**config.mk**
```make
export PLATFORM = sky130hd
export DESIGN_NAME = bus_arbiter
export DESIGN_NICKNAME = d
export VERILOG_FILES = /design/src/rtl/bus_arbiter.sv
export SDC_FILE = /design/constraint.sdc
export NUM_CORES = 1
export LEC_CHECK = 0
export BUFFER_PORTS_ARGS = -buffer_cell sky130_fd_sc_hd__buf_4
export CAP_MARGIN = 20
export CORE_ASPECT_RATIO = 0.6
export CORE_MARGIN = 2
export CORE_UTILIZATION = 51
export DETAILED_ROUTE_END_ITERATION = 16
export GPL_ROUTABILITY_DRIVEN = 0
export PLACE_DENSITY_LB_ADDON = 0.25
export SYNTH_ARGS = -nofsm -noshare
export SYNTH_HDL_FRONTEND = slang
export SYNTH_SLANG_ARGS = --single-unit
```
**constraint.sdc**
```tcl
create_clock -name system_clock -period 1.9 [get_ports system_clock]
set_input_delay 0.095 -clock system_clock [delete_from_list [all_inputs] [get_ports system_clock]]
set_output_delay 0.095 -clock system_clock [all_outputs]
set_load 0.01 [all_outputs]
```
**src/rtl/bus_arbiter.sv**
```systemverilog
// Round-robin arbiter for the shared system bus: one-hot grant with a turnaround gap,
// a grant-hold timeout, and a transaction watchdog that aborts stalled transfers.
module bus_arbiter #(
  parameter int NUM_MASTERS   = 4,
  parameter int GRANT_TIMEOUT = 16,
  parameter int BUS_TIMEOUT   = 256
) (
  input  logic                   system_clock,
  input  logic                   reset,
  input  logic [NUM_MASTERS-1:0] request,
  output logic [NUM_MASTERS-1:0] grant,
  input  logic                   begin_transactionIN,
  input  logic                   end_transactionIN,
  input  logic                   data_validIN,
  output logic                   errorOUT,
  output logic                   end_transactionOUT
);

  localparam int MAX_TO = (GRANT_TIMEOUT > BUS_TIMEOUT) ? GRANT_TIMEOUT : BUS_TIMEOUT;
  localparam int CNT_W  = $clog2(MAX_TO) + 1;
  localparam int IDX_W  = $clog2(NUM_MASTERS);

  localparam logic [CNT_W-1:0]       CNT_ZERO   = {CNT_W{1'b0}};
  localparam logic [CNT_W-1:0]       CNT_MAX    = {CNT_W{1'b1}};
  localparam logic [CNT_W-1:0]       GRANT_LAST = CNT_W'(GRANT_TIMEOUT - 1);
  localparam logic [CNT_W-1:0]       BUS_LAST   = CNT_W'(BUS_TIMEOUT - 1);
  localparam logic [IDX_W-1:0]       IDX_ZERO   = {IDX_W{1'b0}};
  localparam logic [IDX_W-1:0]       IDX_LAST   = IDX_W'(NUM_MASTERS - 1);
  localparam logic [NUM_MASTERS-1:0] GNT_NONE   = {NUM_MASTERS{1'b0}};
  localparam logic [NUM_MASTERS-1:0] GNT_ONE    = {{(NUM_MASTERS-1){1'b0}}, 1'b1};

  typedef enum logic [1:0] {
    S_IDLE    = 2'b00,
    S_GRANTED = 2'b01,
    S_ACTIVE  = 2'b10,
    S_ABORT   = 2'b11
  } state_t;

  state_t                 state_q, state_d;
  logic [NUM_MASTERS-1:0] grant_q, grant_d;
  logic [CNT_W-1:0]       counter_q, counter_d;
  logic [IDX_W-1:0]       last_owner_q, last_owner_d;
  logic                   error_q, error_d;
  logic                   end_out_q, end_out_d;

  logic [IDX_W-1:0]       cand_s;
  logic [IDX_W-1:0]       sel_idx_s;
  logic                   sel_found_s;
  logic                   sel_hit_s;
  logic [CNT_W-1:0]       counter_inc_s;

  // Round-robin pick: first requester strictly after the previous owner, wrapping.
  always_comb begin
    sel_found_s = 1'b0;
    sel_idx_s   = IDX_ZERO;
    sel_hit_s   = 1'b0;
    cand_s      = last_owner_q;
    for (int i = 0; i < NUM_MASTERS; i++) begin
      cand_s      = (cand_s == IDX_LAST) ? IDX_ZERO : cand_s + IDX_W'(1);
      sel_hit_s   = !sel_found_s && request[cand_s];
      sel_idx_s   = sel_hit_s ? cand_s : sel_idx_s;
      sel_found_s = sel_found_s | sel_hit_s;
    end
  end

  assign counter_inc_s = (counter_q == CNT_MAX) ? counter_q : counter_q + CNT_W'(1);

  // Next-state and next-output logic for the arbitration FSM.
  always_comb begin
    state_d      = state_q;
    grant_d      = grant_q;
    counter_d    = counter_q;
    last_owner_d = last_owner_q;
    error_d      = 1'b0;
    end_out_d    = 1'b0;
    case (state_q)
      S_IDLE: begin
        counter_d = CNT_ZERO;
        if (sel_found_s) begin
          state_d      = S_GRANTED;
          grant_d      = GNT_ONE << sel_idx_s;
          last_owner_d = sel_idx_s;
        end else begin
          grant_d = GNT_NONE;
        end
      end
      S_GRANTED: begin
        if (begin_transactionIN) begin
          state_d   = S_ACTIVE;
          counter_d = CNT_ZERO;
        end else if (!request[last_owner_q] || (counter_q == GRANT_LAST)) begin
          state_d   = S_IDLE;
          grant_d   = GNT_NONE;
          counter_d = CNT_ZERO;
        end else begin
          counter_d = counter_inc_s;
        end
      end
      S_ACTIVE: begin
        // A clean end in the same cycle as watchdog expiry wins over the abort.
        if (end_transactionIN) begin
          state_d   = S_IDLE;
          grant_d   = GNT_NONE;
          counter_d = CNT_ZERO;
        end else if (counter_q == BUS_LAST) begin
          state_d   = S_ABORT;
          grant_d   = GNT_NONE;
          counter_d = CNT_ZERO;
          error_d   = 1'b1;
          end_out_d = 1'b1;
        end else if (data_validIN) begin
          counter_d = CNT_ZERO;
        end else begin
          counter_d = counter_inc_s;
        end
      end
      S_ABORT: begin
        state_d   = S_IDLE;
        grant_d   = GNT_NONE;
        counter_d = CNT_ZERO;
      end
      default: begin
        state_d   = S_IDLE;
        grant_d   = GNT_NONE;
        counter_d = CNT_ZERO;
      end
    endcase
  end

  // State, counter, owner history and registered outputs.
  always_ff @(posedge system_clock or posedge reset) begin
    if (reset) begin
      state_q      <= S_IDLE;
      grant_q      <= GNT_NONE;
      counter_q    <= CNT_ZERO;
      last_owner_q <= IDX_LAST;
      error_q      <= 1'b0;
      end_out_q    <= 1'b0;
    end else begin
      state_q      <= state_d;
      grant_q      <= grant_d;
      counter_q    <= counter_d;
      last_owner_q <= last_owner_d;
      error_q      <= error_d;
      end_out_q    <= end_out_d;
    end
  end

  assign grant              = grant_q;
  assign errorOUT           = error_q;
  assign end_transactionOUT = end_out_q;

endmodule

```
==> metrics.yaml <==
run_status:
  outcome: "complete, but fails checks"
  violations: "negative setup slack"
place:
  pre_cts_ws_ns: -0.0700
  placed_cells: 165
  io_buffers: 14
  dpl.hpwl_um: 2020
clock_tree:
  root_buffer: "clkbuf_8"
  cts_buffer_depth: 2
  cts_tree: "built"
  clock_sink_count: 18
  cts_buffers: 3
  clk_latency_ns: 0.26
  path_clk_slew_ns: 0.07
  htreeDepth: 1
synthesis:
  yosysMostFrequentCell: "dfrtp_1"
  yosys.area_share.xor_xnor: 0.0520
  synth_area_per_cell_um2: 9.58
  muxShareOfSynthArea: 0.106
  synth_top_family_by_area: "simple AND/OR/NAND/NOR gates"
  yosys_register_bits: 18
  yosys_warnings: 0
  syn_inst: 123
  synth.top_cell.area_share: 0.340
  synth.area.top_cells: "dfrtp_1 34%, mux4_2 5.7%, dfstp_2 4.5%"
  ys_types: 46
  yosysTopAreaCell: "dfrtp_1"
  synth_edf_count: 0
  syn-cell-area_um2: 1180
  yosys-top-cells-count: "16 x dfrtp_1, 14 x nand2_1, 11 x nor2_1"
  yosysSeqAreaShare: 0.384
  ys_dominant_reg_cell: "dfrtp_1"
  synth-simple-area-share: 0.199
  synth_compound_area_frac: 0.182
  synth_fp_nets: 134
  synthArstFlopShare: 1.00
  synthAdderAreaFrac: 0.0212
drt:
  drc: 0
  viasPerCell: 6.26
  dr.first_iter.drc_count: 116
  detail-route-antenna-nets: 0
  num_vias: 1076
  wl_per_cell_um: 17.2
  dr.pass1.iters: 4
  wl_um: 2960
power:
  pwr-share-seq: 0.246
  p_comb_frac: 0.616
  p_per_area_nw_per_um2: 1580
  p_sw_frac: 0.406
  p_sw_uw: 953
  power_leakage_nw: 0.640
  p_int_mw: 1.39
  total_power_mw: 2.35
  clock_power_share: 0.137
  vdd_drop_max_mv: 0.798
floorplan:
  die_y_um: 41.2
  die_area_um2: 2720
  initial_core_util: 0.541
  fp-row-count: 13
  die_width_um: 66.1
  core_area_um2: 2180
  pin_count: 15
timing:
  finalCriticalPeriod_ns: 1.97
  setup_tns_ns: -0.169
  rsz0062_at_grt: "yes"
  worst_slack_ns: -0.0723
  fin_crit_sh: 1.04
  hold_viol: 0
  final-setup-viol-count: 5
  tightest_slew_ns: 0.687
  slew_viol_final: 0
  fmax_mhz: 507
  slew-limit-headroom: 0.542
  timing.clock.skew_ns: 0.00200
critical_path:
  worstPathMaxFanout: 7
  start_kind: "register"
  cp.required_ns: 2.05
  end_kind: "register"
  slowest_delay_ns: 0.67
  crit_chain: "ha_4, mux4_2, nand2_2, o31ai_4, a21o_1, a32o_1"
  critPathArrivalTime_ns: 2.12
  cp_top_family: "flip-flops"
  cp.buffers_inverters: 0
  crit_type: "register to register"
  r2r_setup_slack_ns: -0.07
  r2r_end: "grant[3]$_DFFE_PP0P_"
  r2r-start: "last_owner_q[0]$_DFFE_PP1P_"
  ff2ff_path_depth: 6
  slowest_stage: "dfstp_2"
worst_hold_path:
  worstHoldPathType: "input port to register"
  hold_end: "state_q[1]$_DFFE_PP0P_"
  min_path_cells: 3
  hold_start: "begin_transactionIN"
global_routing:
  overflow: 0
  grt_pass1_vias: 932
  grt_pass1_wl_um: 4640
  grt_start_max_net_pins: 19
  grt_antenna_before_repair: 0
  track_usage: 0.245
job:
  cap_violations: 0
cells_and_area:
  stdcell_count: 172
  drive_gt1_frac: 0.345
  nFillCells: 169
  regArea_um2: 453
  multi_input_area_um2: 743
  finalNetCount: 154
  syn_to_final_growth_pct: 26.1
  diodes: 0
  utilization: 0.682
[metrics by stage]
| step | hold slack (ns) | cell area [µm²] |
|---|---|---|
| global placement | 0.234 | 1330 |
| global route | 0.0679 | 1490 |
| floorplan | 0.0321 | 1200 |
| finish | 0.0704 | 1490 |
| detailed placement | 0.244 | 1330 |
| CTS | 0.0635 | 1460 |
[tightest hold or removal path: stages]
cell and delay, ns:
buf_4 0.08, nand2_1 0.06, nand2_1 0.06
[registers in the layout (all words and copies together), names as in the netlist]
| name | count |
|---|---|
| grant | 4 |
| end_transactionOUT | 1 |
| last_owner_q | 2 |
| state_q | 2 |
| counter_q | 9 |
[repair_timing]
item / 4_1_cts / 5_1_grt
endpoints found under the hold margin: 16 / 0
setup buffers: 2 / 0
endpoints found under the setup margin: 5 / 14
hold buffers: 1 / 0
gates resized for setup: 10 / 5
gates cloned: 0 / 0
pin swaps: 8 / 6
[area by class of cell]
class                   instances  share of cell area
clock buffers                   4              0.0370
repair buffers                 23               0.120
inverters                       5              0.0126
well taps                      30              0.0253
multi-input cells              92               0.500
flip-flops and latches         18               0.305
[power groups by stage]
stage / combinational [mW] / sequential (mW) / clock, mW
after floorplan: 0.929 / 0.557 / 0
after global placement: 1.15 / 0.577 / 0
after detailed placement: 1.19 / 0.581 / 0
after CTS: 1.36 / 0.578 / 0.318
after global routing: 1.56 / 0.594 / 0.340
final: 1.45 / 0.578 / 0.323
[cell families (layout without fill, tap and decap cells)]
kind of cell,after synthesis,after routing
adders and majority gates,2,2
AOI/OAI and AO/OA,27,27
xor gates and xnor gates,7,7
DFF,18,18
muxes,8,8
buffers and inverters,13,32
and+or+nand+nor,48,48
[how the worst max path moves through the flow]
stage / from / end / slack [ns] / cells past startpoint
3_3_place_gp: last_owner_q[0]$_DFFE_PP1P_ / grant[3]$_DFFE_PP0P_ / -0.02 / 6
4_1_cts: last_owner_q[0]$_DFFE_PP1P_ / grant[2]$_DFFE_PP0P_ / -0.04 / 5
5_1_grt: last_owner_q[0]$_DFFE_PP1P_ / grant[3]$_DFFE_PP0P_ / -0.13 / 6
2_1_floorplan: last_owner_q[0]$_DFFE_PP1P_ / grant[2]$_DFFE_PP0P_ / 0.007 / 5
3_5_place_dp: last_owner_q[0]$_DFFE_PP1P_ / grant[0]$_DFFE_PP0P_ / -0.07 / 4
6_report: last_owner_q[0]$_DFFE_PP1P_ / grant[3]$_DFFE_PP0P_ / -0.07 / 6
[placed cells by master (no fill, tap or decap), drive strengths merged, types with 2 or more instances in the layout]
master	n
buf	22
dfrtp	16
nand2	14
nor2	11
xnor2	6
inv	5
nand3	5
nor3	4
clkbuf	4
a21oi	4
a31oi	3
mux4	3
mux2	3
o31ai	3
a31o	2
mux2i	2
nand4b	2
o211ai	2
or3	2
nand4	2
nor2b	2
a32o	2
dfstp	2
a211oi	2
ha	2
[routing by layer]
layer	part of all wire	GRT usage	up-vias
met5	0	0	-
met4	0.022	0.0714	0
met3	0.077	0.0962	9
met2	0.44	0.364	48
met1	0.46	0.333	529
li1	-	-	490
Power figures use the tool's default switching activity.
